<file path="config.mk">
export PLATFORM = sky130hd
export DESIGN_NAME = grf_wb_arbiter
export DESIGN_NICKNAME = d
export VERILOG_FILES = /design/src/rtl/grf_wb_arbiter_pkg.sv /design/src/rtl/grf_wb_arbiter_wb_scoreboard.sv /design/src/rtl/grf_wb_arbiter.sv
export SDC_FILE = /design/constraint.sdc
export NUM_CORES = 1
export LEC_CHECK = 0
export ABC_AREA = 1
export BUFFER_PORTS_ARGS = -buffer_cell sky130_fd_sc_hd__buf_2
export CAP_MARGIN = 10
export CELL_PAD_IN_SITES_DETAIL_PLACEMENT = 1
export CELL_PAD_IN_SITES_GLOBAL_PLACEMENT = 2
export CORE_MARGIN = 4
export CORE_UTILIZATION = 21
export CTS_CLUSTER_SIZE = 24
export DETAILED_ROUTE_END_ITERATION = 12
export GPL_TIMING_DRIVEN = 0
export HOLD_SLACK_MARGIN = 0.08
export PLACE_DENSITY_LB_ADDON = 0.1
export SLEW_MARGIN = 20
export SYNTH_ARGS = -nofsm -noshare
export SYNTH_HDL_FRONTEND = slang
export SYNTH_SLANG_ARGS = --single-unit
</file>
<file path="constraint.sdc">
create_clock -name clk -period 2.8 [get_ports clk]
set_input_delay 0.7 -clock clk [delete_from_list [all_inputs] [get_ports clk]]
set_output_delay 0.7 -clock clk [all_outputs]
set_load 0.02 [all_outputs]
</file>
<file path="src/rtl/grf_wb_arbiter_pkg.sv">
// Shared writeback-pipeline definitions: arbiter FSM states and the zero register index.
package grf_wb_arbiter_pkg;

  typedef enum logic [1:0] {
    IDLE   = 2'd0,
    WAIT   = 2'd1,
    STARVE = 2'd2
  } arb_state_e;

  localparam logic [4:0] REG_ZERO = 5'd0;
  localparam int         CNT_W    = 4;

endpackage

</file>
<file path="src/rtl/grf_wb_arbiter_wb_scoreboard.sv">
// Scoreboard of GRF registers with an MDU result still outstanding.
// Queries read registered state only; a same-cycle set beats a same-cycle clear.
module wb_scoreboard
  import grf_wb_arbiter_pkg::*;
(
  input  logic       clk,
  input  logic       reset,
  input  logic       set_valid,
  input  logic [4:0] set_addr,
  input  logic       clr_valid,
  input  logic [4:0] clr_addr,
  input  logic [4:0] q_rs,
  input  logic [4:0] q_rt,
  output logic       q_hit
);

  logic [31:0] pending_reg;
  logic [31:0] pending_next;

  assign pending_next[0] = 1'b0;

  generate
    for (genvar gi = 1; gi < 32; gi++) begin : g_bit
      logic set_hit;
      logic clr_hit;
      assign set_hit = set_valid && (set_addr == 5'(gi));
      assign clr_hit = clr_valid && (clr_addr == 5'(gi));
      assign pending_next[gi] = set_hit | (pending_reg[gi] & ~clr_hit);
    end
  endgenerate

  always_ff @(posedge clk) begin
    if (reset) begin
      pending_reg <= '0;
    end else begin
      pending_reg <= pending_next;
    end
  end

  assign q_hit = pending_reg[q_rs] | pending_reg[q_rt];

endmodule

</file>
<file path="src/rtl/grf_wb_arbiter.sv">
// Single GRF write port shared by the W stage (always wins) and the MDU valid/ready port,
// with a starvation watchdog that asks upstream for a W bubble when the MDU is blocked too long.
module grf_wb_arbiter
  import grf_wb_arbiter_pkg::*;
#(
  parameter int STARVE_LIMIT = 4
) (
  input  logic        clk,
  input  logic        reset,
  input  logic        w_valid,
  input  logic [4:0]  w_addr,
  input  logic [31:0] w_data,
  input  logic [31:0] w_pc,
  input  logic        m_valid,
  input  logic [4:0]  m_addr,
  input  logic [31:0] m_data,
  input  logic [31:0] m_pc,
  output logic        m_ready,
  input  logic        iss_valid,
  input  logic [4:0]  iss_addr,
  input  logic [4:0]  q_rs,
  input  logic [4:0] q_rt,
  output logic        q_hit,
  output logic        grf_we,
  output logic [4:0]  grf_a3,
  output logic [31:0] grf_wd,
  output logic [31:0] grf_pc,
  output logic        starve_stall
);

  logic w_eff;
  logic m_hs;
  logic m_blocked;

  assign w_eff     = w_valid && (w_addr != REG_ZERO);
  assign m_ready   = m_valid && !w_eff;
  assign m_hs      = m_valid && m_ready;
  assign m_blocked = m_valid && !m_ready;

  always_comb begin
    grf_we = 1'b0;
    grf_a3 = REG_ZERO;
    grf_wd = '0;
    grf_pc = '0;
    if (w_eff) begin
      grf_we = 1'b1;
      grf_a3 = w_addr;
      grf_wd = w_data;
      grf_pc = w_pc;
    end else if (m_valid) begin
      grf_we = (m_addr != REG_ZERO);
      grf_a3 = m_addr;
      grf_wd = m_data;
      grf_pc = m_pc;
    end
  end

  wb_scoreboard u_scoreboard (
    .clk       (clk),
    .reset     (reset),
    .set_valid (iss_valid && (iss_addr != REG_ZERO)),
    .set_addr  (iss_addr),
    .clr_valid (m_hs),
    .clr_addr  (m_addr),
    .q_rs      (q_rs),
    .q_rt      (q_rt),
    .q_hit     (q_hit)
  );

  arb_state_e       state_reg, state_next;
  logic [CNT_W-1:0] cnt_reg, cnt_next;
  logic [CNT_W:0]   cnt_plus1;

  assign cnt_plus1 = {1'b0, cnt_reg} + 5'd1;

  always_ff @(posedge clk) begin
    if (reset) begin
      state_reg <= IDLE;
      cnt_reg   <= '0;
    end else begin
      state_reg <= state_next;
      cnt_reg   <= cnt_next;
    end
  end

  always_comb begin
    state_next = state_reg;
    cnt_next   = cnt_reg;
    case (state_reg)
      IDLE: begin
        if (m_blocked) begin
          cnt_next = 4'd1;
          // A limit of one means the first blocked cycle already exhausts the budget.
          state_next = (STARVE_LIMIT <= 1) ? STARVE : WAIT;
        end
      end
      WAIT: begin
        if (m_hs || !m_valid) begin
          state_next = IDLE;
          cnt_next   = '0;
        end else begin
          cnt_next = (cnt_reg == 4'hF) ? cnt_reg : cnt_plus1[CNT_W-1:0];
          if (cnt_plus1 >= 5'(STARVE_LIMIT)) begin
            state_next = STARVE;
          end
        end
      end
      STARVE: begin
        if (m_hs || !m_valid) begin
          state_next = IDLE;
          cnt_next   = '0;
        end
      end
      default: begin
        state_next = IDLE;
        cnt_next   = '0;
      end
    endcase
  end

  assign starve_stall = (state_reg == STARVE);

endmodule

</file>
==> load_flow_metrics.sql, run 1 <==
INSERT INTO impl_metrics (metric_group, metric, value, unit) VALUES
('synthesis', 'synth.ff_latch_count', '37', ''),
('routing', 'via_per_inst', '4.93', ''),
('power_and_ir_drop', 'power.leakage', '0.00223', 'uW'),
('clock_network', 'tritoncts', 'built', ''),
('die', 'start_util', '21.8', '%'),
('synthesis', 'synth-edff-count', '0', ''),
('power_and_ir_drop', 'totalPowerFinal', '1890', 'uW'),
('min_path', 'hold_path.class', 'register to register', ''),
('power_and_ir_drop', 'power.density', '380', 'nW/um^2'),
('sta', 'final.setup.worst_slack', '65.3', 'ps'),
('grt', 'antenna_found_initial', '1', ''),
('setup_path', 'startpoint_type', 'primary input', ''),
('grt', 'first_global_vias', '5004', ''),
('die', 'fp-row-count', '45', ''),
('synthesis', 'post_synth_main_area_contributors', 'sky130_fd_sc_hd__dfxtp_1 (22%), sky130_fd_sc_hd__a32o_1 (19%), sky130_fd_sc_hd__nand2_1 (15%)', ''),
('setup_path', 'crit_top_cell', 'sky130_fd_sc_hd__buf_2', ''),
('run_status', 'run_status', 'finished clean', ''),
('die', 'die_w', '134', 'um'),
('synthesis', 'yosysWarningCount', '0', ''),
('setup_path', 'cpMaxStageDelayCell', 'sky130_fd_sc_hd__a32o_1', ''),
('routing', 'number_of_violations_reported_at_the_end_of_detailed_routing_iteration_0', '193', ''),
('grt', 'grt.met1_usage', '27.5', '%'),
('synthesis', 'syn-mean-instance-area', '6.28', 'um^2'),
('clock_network', 'clock-sinks', '37', ''),
('clock_network', 'cts-htree-levels', '2', ''),
('clock_network', 'worstSkewPairLatency', '280', 'ps'),
('die', 'die-area', '18000', 'um^2'),
('layout', 'multiInputGateArea', '2220', 'um^2'),
('sta', 'final.period_utilization', '97.7', '%'),
('clock_network', 'root_buffer', 'sky130_fd_sc_hd__clkbuf_16', ''),
('sta', 'slew-limit-headroom', '64.2', '%'),
('setup_path', 'crit_path_end_kind', 'output pin', ''),
('sta', 'worst_clock_skew', '0.749', 'ps'),
('grt', 'grt_pass1_wl', '29100', 'um'),
('clock_network', 'clk_path_buf_depth', '2', ''),
('grt', 'met3_usage', '3.26', '%'),
('setup_path', 'critPathMaxFanout', '10', ''),
('layout', 'final_layout_size_suffix_gt1_share', '35.5', '%'),
('routing', 'route.antenna.remaining_nets', '0', ''),
('sta', 'final.min_clock_period', '2730', 'ps'),
('power_and_ir_drop', 'irDropWorstVdd', '0.217', 'mV'),
('grt', 'gr_util_all_layers', '20.5', '%'),
('die', 'floorplan.core_area', '15400', 'um^2'),
('sta', 'timing_max_transition_violations_final', '0', ''),
('clock_network', 'cts-hold-fix-buffers', '0', ''),
('place', 'pre_cts_ws', '-2.96', 'ps'),
('synthesis', 'syn-cell-area', '3340', 'um^2'),
('place', 'gp_congestion', '0.871', ''),
('sta', 'hold_viol_final', '0', ''),
('synthesis', 'ys_dominant_reg_cell', 'sky130_fd_sc_hd__dfxtp_1', ''),
('clock_network', 'tritoncts.num_buffers', '5', ''),
('sta', 'max_freq', '0.366', 'GHz'),
('routing', 'wl', '19400', 'um'),
('synthesis', 'synth-async-reset-ratio', '0', '%'),
('layout', 'n_fill_cell', '2052', ''),
('grt', 'grt_max_degree', '13', ''),
('synthesis', 'synth.largest_area_cell', 'sky130_fd_sc_hd__dfxtp_1', ''),
('grt', 'busiest_layer', 'met2', ''),
('synthesis', 'synth_cells', '532', ''),
('setup_path', 'path_cells', 'buf_2 -> nor2_1 -> nand3_2 -> buf_2 -> buf_2 -> a32o_1 -> buf_2', ''),
('routing', 'avgRoutedWirePerCell', '19.9', 'um'),
('setup_path', 'critical_path.n_buffers_inverters', '4', ''),
('layout', 'area.sequential', '741', 'um^2'),
('layout', 'syn2layout_area_growth', '48.4', '%'),
('clock_network', 'cts.reportedPaths.clkPinSlew', '60', 'ps'),
('die', 'floorplan.die.height', '134', 'um'),
('routing', 'drt_first_pass_iters', '4', ''),
('job', 'max_cap_viols', '0', ''),
('grt', 'grt_remaining_overflow', '0', ''),
('routing', 'vias', '4815', ''),
('die', 'io_pins', '231', '');
[power by group]
group | internal, uW | leakage [uW] | switching [uW]
Combinational | 261 | 0.00184 | 403
Clock | 445 | 0.0000831 | 231
Sequential | 536 | 0.000299 | 10.8
Total | 1240 | 0.00223 | 644
[cells by family (layout without fill, tap and decap cells)]
logic type | Yosys count | in the layout | share of synthesized area (%)
and+or+nand+nor | 268 | 268 | 33.5
AOI/OAI and AO/OA | 142 | 142 | 31.4
buffers and inverters | 81 | 313 | 11.7
DFF | 37 | 37 | 22.2
adders and majority gates | 2 | 2 | 0.748
xor gates and xnor gates | 2 | 2 | 0.524
other | 0 | 2 | 0
[final timing paths]
path | from | endpoint | slack (ps) | cells after the start
setup / recovery | w_addr[3] | grf_wd[22] | 70 | 7
hold reg to reg | cnt_reg[3] | cnt_reg[3] | 470 | 2
hold / removal | cnt_reg[3] | cnt_reg[3] | 470 | 2
setup reg to reg | cnt_reg[0] | state_reg[1] | 1380 | 7
[synth_stat cells (3+ instances only)]
| cell type | n |
|---|---|
| sky130_fd_sc_hd__o211ai_1 | 6 |
| sky130_fd_sc_hd__nand2_1 | 132 |
| sky130_fd_sc_hd__buf_4 | 5 |
| sky130_fd_sc_hd__buf_2 | 13 |
| sky130_fd_sc_hd__nor3_1 | 5 |
| sky130_fd_sc_hd__nor2_1 | 59 |
| sky130_fd_sc_hd__nand3_1 | 65 |
| sky130_fd_sc_hd__clkbuf_1 | 17 |
| sky130_fd_sc_hd__inv_2 | 3 |
| sky130_fd_sc_hd__o21ai_0 | 33 |
| sky130_fd_sc_hd__dfxtp_1 | 37 |
| sky130_fd_sc_hd__inv_1 | 33 |
| sky130_fd_sc_hd__buf_6 | 7 |
| sky130_fd_sc_hd__a21oi_1 | 37 |
| sky130_fd_sc_hd__a32o_1 | 64 |
[cells in the final DEF (no fill, tap or decap), types with 12 or more instances in the layout]
cell type	Yosys	layout
sky130_fd_sc_hd__buf_4	5	12
sky130_fd_sc_hd__o21ai_0	33	30
sky130_fd_sc_hd__nor2_1	59	59
sky130_fd_sc_hd__a21oi_1	37	37
sky130_fd_sc_hd__buf_2	13	229
sky130_fd_sc_hd__clkbuf_1	17	14
sky130_fd_sc_hd__nand2_1	132	132
sky130_fd_sc_hd__nand3_1	65	65
sky130_fd_sc_hd__dfxtp_1	37	37
sky130_fd_sc_hd__inv_1	33	32
sky130_fd_sc_hd__a32o_1	64	63
[per-stage QoR]
| stage | hold WS [ps] | setup TNS [ps] | cells | util, % |
|---|---|---|---|---|
| after floorplan | 441 | 0 | 532 | - |
| after global placement | 454 | -9.23 | 967 | 30.8 |
| after detailed placement | 463 | -2.96 | 967 | 30.8 |
| after CTS | 474 | 0 | 975 | 31.9 |
| after global routing | 519 | -46.1 | 977 | 32.3 |
| final | 471 | 0 | 977 | 32.3 |
[worst register-to-register path, delay by kind of cell (launching register included)]
family	cells	cell delay (ps)
compound gates	1	50
simple gates	5	640
flops	1	360
fa+ha+maj	1	240
[final cells by class]
class,count,area share (%)
clock buffer,6,2.80
clock inverter,2,0.757
tap,211,5.32
antenna,2,0.101
buffer,42,5.27
multi-input combinational,414,44.7
inverter,38,3.03
sequential,37,14.9
timing repair buffer,225,23.1
[per-layer routing]
layer  routed length [um]  up-vias
met5                    0        -
met3                  990       21
met1                 8870     2288
li1                     -     2349
met4                  308        0
met2                 9240      157
[repair_timing]
| item | CTS | global route |
|---|---|---|
| endpoints found under the setup margin | 2 | 66 |
| resized for setup | 2 | 22 |
| pin swaps | 0 | 1 |
| gates cloned | 0 | 0 |
| setup buffers | 0 | 1 |
Note: power is estimated with default switching activity, not from simulation.
==> run 2: changes to the inputs <==
--- a/config.mk
+++ b/config.mk
@@ -11,7 +11,8 @@
 export CELL_PAD_IN_SITES_DETAIL_PLACEMENT = 1
 export CELL_PAD_IN_SITES_GLOBAL_PLACEMENT = 2
 export CORE_MARGIN = 4
-export CORE_UTILIZATION = 21
+export CORE_UTILIZATION = 20
+export CTS_BUF_LIST = sky130_fd_sc_hd__clkbuf_4
 export CTS_CLUSTER_SIZE = 24
 export DETAILED_ROUTE_END_ITERATION = 12
 export GPL_TIMING_DRIVEN = 0
==> constraint.sdc (replaced) <==
create_clock -name clk -period 2.65 [get_ports clk]
set_input_delay 0.6625 -clock clk [delete_from_list [all_inputs] [get_ports clk]]
set_output_delay 0.6625 -clock clk [all_outputs]
set_load 0.02 [all_outputs]
==> run 2 against run 1 <==
Non-clock buffer count grew 7. Flip-flop and latch count stayed put. Setup slack improved by 7.2 ps. Critical path depth unchanged. Global-route usage decreased by 0.20 points. Count of clock-buffer cells in the layout did not move. Total power shrank 15%. Critical path type unchanged.
==> load_flow_metrics.sql, run 2 (synthesis gave the netlist of run 1 again) <==
INSERT INTO impl_metrics (metric_group, metric, value, unit) VALUES
('routing', 'wl', '19900', 'um'),
('setup_path', 'crit_path_end_kind', 'output pin', ''),
('die', 'die_w', '137', 'um'),
('layout', 'final_layout_size_suffix_gt1_share', '36.5', '%'),
('grt', 'grt_remaining_overflow', '0', ''),
('grt', 'grt_max_degree', '13', ''),
('setup_path', 'crit_top_cell', 'sky130_fd_sc_hd__buf_4', ''),
('layout', 'mostFrequentLayoutCells', 'sky130_fd_sc_hd__buf_2 (220), sky130_fd_sc_hd__nand2_1 (132), sky130_fd_sc_hd__nand3_1 (65)', ''),
('clock_network', 'cts-hold-fix-buffers', '0', ''),
('routing', 'route.antenna.remaining_nets', '0', ''),
('sta', 'finalHoldWorstSlack', '475', 'ps'),
('layout', 'n_fill_cell', '2180', ''),
('routing', 'detail_route.drc_violations', '0', ''),
('grt', 'first_global_vias', '5047', ''),
('place', 'dpl_cell_area', '4740', 'um^2'),
('sta', 'worst_pin_slew', '607', 'ps'),
('sta', 'timing_max_transition_violations_final', '0', ''),
('layout', 'number_of_flip_flops_under_the_largest_register_name', '31', ''),
('power_and_ir_drop', 'p_sw', '631', 'uW'),
('routing', 'via_per_inst', '4.92', ''),
('setup_path', 'path_cells', 'buf_2 -> nor2_2 -> nand3_2 -> buf_4 -> clkbuf_1 -> a32o_1 -> buf_4', ''),
('sta', 'final.period_utilization', '97.3', '%'),
('power_and_ir_drop', 'power.leakage', '0.00225', 'uW'),
('layout', 'fin_util', '30.3', '%'),
('power_and_ir_drop', 'power.share.sequential', '36.1', '%'),
('setup_path', 'critical_path.n_buffers_inverters', '4', ''),
('clock_network', 'tritoncts', 'built', ''),
('grt', 'gr_util_all_layers', '20.3', '%'),
('setup_path', 'critPathMaxStageDelay', '340', 'ps'),
('routing', 'number_of_violations_reported_at_the_end_of_detailed_routing_iteration_0', '254', ''),
('power_and_ir_drop', 'internal', '970', 'uW'),
('power_and_ir_drop', 'pwr-share-comb', '45.8', '%'),
('sta', 'rsz0062_at_grt', 'true', ''),
('sta', 'hold_viol_final', '0', ''),
('layout', 'syn2layout_area_growth', '49.2', '%'),
('setup_path', 'reg_to_reg_startpoint', 'cnt_reg[0]', ''),
('layout', 'area.sequential', '741', 'um^2'),
('clock_network', 'clock-sinks', '37', ''),
('sta', 'final.min_clock_period', '2580', 'ps'),
('die', 'io_pins', '231', ''),
('routing', 'drt_first_pass_iters', '5', ''),
('place', 'post_placement_cell_count', '976', ''),
('sta', 'worst_clock_skew', '0.251', 'ps'),
('grt', 'grt_pass1_wl', '29500', 'um'),
('clock_network', 'root_buffer', 'sky130_fd_sc_hd__clkbuf_4', ''),
('job', 'max_cap_viols', '0', ''),
('power_and_ir_drop', 'power_frac_clock', '18.1', '%'),
('setup_path', 'cp.arrival', '1920', 'ps'),
('setup_path', 'cpMaxStageDelayCell', 'sky130_fd_sc_hd__a32o_1', ''),
('die', 'floorplan.die.height', '137', 'um'),
('sta', 'slew-limit-headroom', '59.5', '%'),
('routing', 'avgRoutedWirePerCell', '20.1', 'um'),
('clock_network', 'cts.reportedPaths.clkPinSlew', '110', 'ps'),
('place', 'port_buffer_count', '224', ''),
('grt', 'antenna_found_initial', '1', ''),
('clock_network', 'worstSkewPairLatency', '330', 'ps'),
('setup_path', 'r2r_cells', '7', ''),
('die', 'die-area', '18800', 'um^2'),
('setup_path', 'startpoint_type', 'primary input', ''),
('power_and_ir_drop', 'netSwitchingFraction', '39.4', '%'),
('min_path', 'timing.hold.worst_path_depth', '2', ''),
('clock_network', 'tritoncts.num_buffers', '5', ''),
('sta', 'finalSetupViolations', '0', ''),
('layout', 'non_filler_instances', '991', ''),
('run_status', 'run_status', 'finished clean', ''),
('layout', 'multiInputGateArea', '2230', 'um^2'),
('sta', 'max_freq', '0.388', 'GHz'),
('layout', 'mostFrequentLayoutCell', 'sky130_fd_sc_hd__buf_2', ''),
('setup_path', 'cpLargestDelayFamily', 'buffers and inverters', ''),
('routing', 'vias', '4878', ''),
('place', 'total_half_perimeter_wirelength_after_legalization_and_detailed_placement', '16900', 'um'),
('setup_path', 'crit_type', 'primary input to output pin', ''),
('place', 'gp_congestion', '0.936', ''),
('layout', 'final_area', '4990', 'um^2'),
('layout', 'final_nets', '930', ''),
('die', 'fp-row-count', '47', ''),
('setup_path', 'critPathMaxFanout', '10', ''),
('power_and_ir_drop', 'totalPowerFinal', '1600', 'uW'),
('clock_network', 'clk_path_buf_depth', '2', ''),
('min_path', 'min_from', 'cnt_reg[3]', ''),
('setup_path', 'startpoint', 'w_addr[1]', ''),
('power_and_ir_drop', 'power.density', '321', 'nW/um^2'),
('setup_path', 'critical_path_cell_count', '7', ''),
('die', 'start_util', '20.3', '%'),
('die', 'floorplan.core_area', '16500', 'um^2'),
('clock_network', 'cts-htree-levels', '2', ''),
('min_path', 'hold_path.class', 'register to register', ''),
('power_and_ir_drop', 'irDropWorstVdd', '0.144', 'mV'),
('setup_path', 'worst-endpoint-required', '1990', 'ps');
-- run 2: changes by cell type in the layout (fill, tap and decap cells not counted), moves of 2 or more --
cell                        previous run  this run
sky130_fd_sc_hd__buf_4                12        26
sky130_fd_sc_hd__clkbuf_4              1         7
sky130_fd_sc_hd__buf_6                 6         8
sky130_fd_sc_hd__a32o_2                1         4
sky130_fd_sc_hd__a32o_1               63        60
sky130_fd_sc_hd__clkbuf_16             5         2
sky130_fd_sc_hd__buf_2               229       220
-- run 2: path summary, 6_finish.rpt --
check	end	slack, ps
worst max-delay path	grf_pc[3]	70
worst min-delay path	cnt_reg[3]	470
worst max register to register	state_reg[1]	1180
worst min register to register	cnt_reg[3]	470
-- run 2: repair_timing --
item	4_1_cts	5_1_grt
gates resized for setup	16	24
setup buffers	3	4
pin swaps	1	6
endpoints found under the setup margin	65	62
cloned	0	2
-- run 2: per-stage QoR --
step | TNS [ps] | setup WS (ps)
floorplan | 0 | 256
global placement | -3040 | -201
detailed placement | -3590 | -203
CTS | 0 | 10.2
global route | -14.5 | -14.2
finish | 0 | 72.5
-- run 2: area by class of cell --
cell class	count	share of cell area, %
inverter	38	3.11
multi-input combinational	414	44.7
timing repair buffer	233	25.4
clock inverter	1	0.0753
sequential	37	14.9
antenna	1	0.0502
buffer	41	5.44
tap	220	5.52
clock buffer	6	0.903
-- run 2: power groups by stage --
| stage | registers, uW | clock network [uW] | logic (uW) |
|---|---|---|---|
| final | 578 | 290 | 732 |
| after detailed placement | 590 | 0 | 698 |
| after global placement | 590 | 0 | 693 |
| after CTS | 577 | 303 | 709 |
| after floorplan | 585 | 0 | 388 |
| after global routing | 579 | 325 | 792 |
-- run 2: routing by layer --
layer | wire, um | GRT usage (%) | up-vias
li1 | - | - | 2356
met3 | 1120 | 2.96 | 17
met4 | 272 | 3.77 | 0
met5 | 0 | 0 | -
met2 | 9480 | 35.6 | 164
met1 | 9040 | 26.6 | 2341
-- run 2: tightest hold or removal path, cell delays in order (launching register included) --
cell and delay [ps]:
sky130_fd_sc_hd__dfxtp_1 330, sky130_fd_sc_hd__nand2_1 60, sky130_fd_sc_hd__a21oi_1 50
==> run 3: changes to the inputs <==
--- a/config.mk
+++ b/config.mk
@@ -17,7 +17,7 @@
 export DETAILED_ROUTE_END_ITERATION = 12
 export GPL_TIMING_DRIVEN = 0
 export HOLD_SLACK_MARGIN = 0.08
-export PLACE_DENSITY_LB_ADDON = 0.1
+export PLACE_DENSITY_LB_ADDON = 0.2
 export SLEW_MARGIN = 20
 export SYNTH_ARGS = -nofsm -noshare
 export SYNTH_HDL_FRONTEND = slang
==> run 3 against run 2 <==
Clock skew hardly changed. Register-to-register slack barely moved. Flip-flop and latch count unchanged. Clock power grew 8.3%. Global-route usage about the same. Via count increased by 0.70%. Non-clock buffer count is 1 lower. Utilization fell by 0.19 points. Critical endpoint is now grf_pc[12].
==> load_flow_metrics.sql, run 3 (synthesis gave the netlist of run 1 again) <==
INSERT INTO impl_metrics (metric_group, metric, value, unit) VALUES
('min_path', 'hold-path-endpoint', 'cnt_reg[3]', ''),
('die', 'io_pins', '231', ''),
('clock_network', 'worstSkewPairLatency', '350', 'ps'),
('die', 'fp-row-count', '47', ''),
('clock_network', 'tritoncts.num_buffers', '5', ''),
('layout', 'mostFrequentLayoutCell', 'sky130_fd_sc_hd__buf_2', ''),
('power_and_ir_drop', 'netSwitchingFraction', '40.3', '%'),
('place', 'pre_cts_ws', '-207', 'ps'),
('routing', 'vias', '4912', ''),
('sta', 'slew-limit-headroom', '57.0', '%'),
('sta', 'worst_clock_skew', '0.694', 'ps'),
('layout', 'fin_util', '30.1', '%'),
('clock_network', 'tritoncts', 'built', ''),
('sta', 'final.setup.worst_slack', '63.1', 'ps'),
('layout', 'non_filler_instances', '992', ''),
('sta', 'finalHoldWorstSlack', '480', 'ps'),
('clock_network', 'cts.reportedPaths.clkPinSlew', '120', 'ps'),
('run_status', 'run_status', 'finished clean', ''),
('power_and_ir_drop', 'power.leakage', '0.00225', 'uW'),
('sta', 'hold_viol_final', '0', ''),
('power_and_ir_drop', 'power.density', '328', 'nW/um^2'),
('clock_network', 'cts-htree-levels', '2', ''),
('setup_path', 'startpoint_type', 'primary input', ''),
('power_and_ir_drop', 'pwr-share-comb', '45.1', '%'),
('setup_path', 'cp.arrival', '1920', 'ps'),
('setup_path', 'crit_top_cell', 'sky130_fd_sc_hd__buf_4', ''),
('sta', 'worst_pin_slew', '645', 'ps'),
('setup_path', 'reg_to_reg_startpoint', 'cnt_reg[0]', ''),
('setup_path', 'crit_path_end_kind', 'output pin', ''),
('layout', 'number_of_flip_flops_under_the_largest_register_name', '31', ''),
('setup_path', 'crit_type', 'primary input to output pin', ''),
('grt', 'gr_util_all_layers', '20.3', '%'),
('die', 'floorplan.core_area', '16500', 'um^2'),
('power_and_ir_drop', 'internal', '970', 'uW'),
('setup_path', 'regToRegEndpoint', 'state_reg[1]', ''),
('setup_path', 'critPathMaxStageDelay', '350', 'ps'),
('place', 'port_buffer_count', '224', ''),
('min_path', 'min_from', 'cnt_reg[3]', ''),
('setup_path', 'r2r_slack', '1190', 'ps'),
('grt', 'grt_pass1_wl', '29600', 'um'),
('setup_path', 'worst-endpoint-required', '1990', 'ps'),
('layout', 'final_layout_size_suffix_gt1_share', '37.2', '%'),
('clock_network', 'cts-hold-fix-buffers', '0', ''),
('layout', 'final_nets', '930', ''),
('die', 'die-area', '18800', 'um^2'),
('power_and_ir_drop', 'p_sw', '655', 'uW'),
('min_path', 'timing.hold.worst_path_depth', '2', ''),
('sta', 'max_freq', '0.387', 'GHz'),
('routing', 'number_of_violations_reported_at_the_end_of_detailed_routing_iteration_0', '231', ''),
('power_and_ir_drop', 'power.share.sequential', '35.5', '%'),
('grt', 'grt_remaining_overflow', '0', ''),
('grt', 'antenna_found_initial', '1', ''),
('clock_network', 'clk_path_buf_depth', '2', ''),
('routing', 'via_per_inst', '4.95', ''),
('sta', 'final.period_utilization', '97.6', '%'),
('die', 'die_w', '137', 'um'),
('routing', 'drt_first_pass_iters', '5', ''),
('grt', 'first_global_vias', '5106', ''),
('die', 'floorplan.die.height', '137', 'um'),
('layout', 'mostFrequentLayoutCells', 'sky130_fd_sc_hd__buf_2 (217), sky130_fd_sc_hd__nand2_1 (132), sky130_fd_sc_hd__nand3_1 (65)', ''),
('place', 'post_placement_cell_count', '976', ''),
('place', 'gp_congestion', '0.875', ''),
('setup_path', 'r2r_cells', '7', ''),
('routing', 'avgRoutedWirePerCell', '20.2', 'um'),
('power_and_ir_drop', 'power_frac_clock', '19.3', '%'),
('sta', 'finalSetupViolations', '0', ''),
('clock_network', 'clock-sinks', '37', ''),
('min_path', 'hold_path.class', 'register to register', ''),
('clock_network', 'root_buffer', 'sky130_fd_sc_hd__clkbuf_4', ''),
('layout', 'syn2layout_area_growth', '48.2', '%'),
('sta', 'timing_max_transition_violations_final', '0', ''),
('sta', 'final.min_clock_period', '2590', 'ps'),
('routing', 'detail_route.drc_violations', '0', ''),
('die', 'start_util', '20.3', '%'),
('setup_path', 'path_cells', 'buf_2 -> nor2_2 -> nand3_2 -> buf_4 -> clkbuf_1 -> a32o_2 -> buf_4', ''),
('grt', 'grt_max_degree', '13', ''),
('routing', 'route.antenna.remaining_nets', '0', ''),
('setup_path', 'cpMaxStageDelayCell', 'sky130_fd_sc_hd__a32o_2', ''),
('setup_path', 'critPathMaxFanout', '10', ''),
('place', 'total_half_perimeter_wirelength_after_legalization_and_detailed_placement', '17000', 'um'),
('power_and_ir_drop', 'irDropWorstVdd', '0.128', 'mV'),
('layout', 'n_fill_cell', '2185', ''),
('job', 'max_cap_viols', '0', ''),
('routing', 'wl', '20000', 'um'),
('sta', 'timing.setup.tns', '0', 'ps');
## run 3: cell types whose count changed in the layout (fill, tap and decap cells not counted), sizes merged
| cell | before | now |
|---|---|---|
| buf | 257 | 255 |
| clkbuf | 23 | 24 |
| clkinv | 2 | 3 |
| clkinvlp | 2 | 3 |
## run 3: routing by layer
layer | vias up | GRT usage (%) | routed length (um)
li1 | 2353 | - | -
met1 | 2379 | 26.0 | 8800
met2 | 155 | 36.8 | 9940
met3 | 25 | 2.23 | 1030
met4 | 0 | 3.71 | 274
met5 | - | 0 | 0
## run 3: area by class of cell
class	instances	area (um^2)	area share [%]
diodes	1	2.50	0.0505
plain buffers	42	279	5.63
clock buffers	6	45.0	0.909
clock inverters	2	10.0	0.202
inverters	38	150	3.03
multi-input cells	414	2230	45.0
flip-flops and latches	37	741	14.9
well taps	220	275	5.55
repair buffers	231	1220	24.6
repair inverters	1	7.51	0.151
## run 3: power groups by stage
| stage | Sequential [uW] | Combinational [uW] | Clock, uW |
|---|---|---|---|
| floorplan | 585 | 388 | 0 |
| global placement | 589 | 692 | 0 |
| detailed placement | 590 | 701 | 0 |
| CTS | 577 | 710 | 322 |
| global route | 580 | 790 | 346 |
| finish | 577 | 733 | 314 |
## run 3: how the worst max path moves through the flow
stage,startpoint,to,slack [ps]
CTS,w_addr[3],grf_wd[12],0.1
global route,w_addr[3],grf_pc[25],-5
global placement,w_valid,grf_wd[25],-160
finish,w_addr[1],grf_pc[12],60
detailed placement,w_valid,grf_wd[25],-210
floorplan,w_addr[3],grf_a3[0],260
## run 3: worst max-delay path: cells and delay by family
family | cells | cell delay [ps]
AND/OR/NAND/NOR | 2 | 230
AO/OA/AOI/OAI | 1 | 350
buffers and inverters | 4 | 680
## run 3: what timing repair did
item | CTS | global route
setup buffers | 2 | 5
hold endpoints to repair | 0 | 0
cloned | 0 | 1
pin swaps | 1 | 1
resized for setup | 14 | 32
setup endpoints to repair | 48 | 63
## run 3: through the flow
| step | power, uW | area [um^2] |
|---|---|---|
| 6_report | 1620 | 4960 |
| 3_5_place_dp | 1290 | 4740 |
| 2_1_floorplan | 973 | 3340 |
| 3_3_place_gp | 1280 | 4740 |
| 5_1_grt | 1720 | 4960 |
| 4_1_cts | 1610 | 4830 |
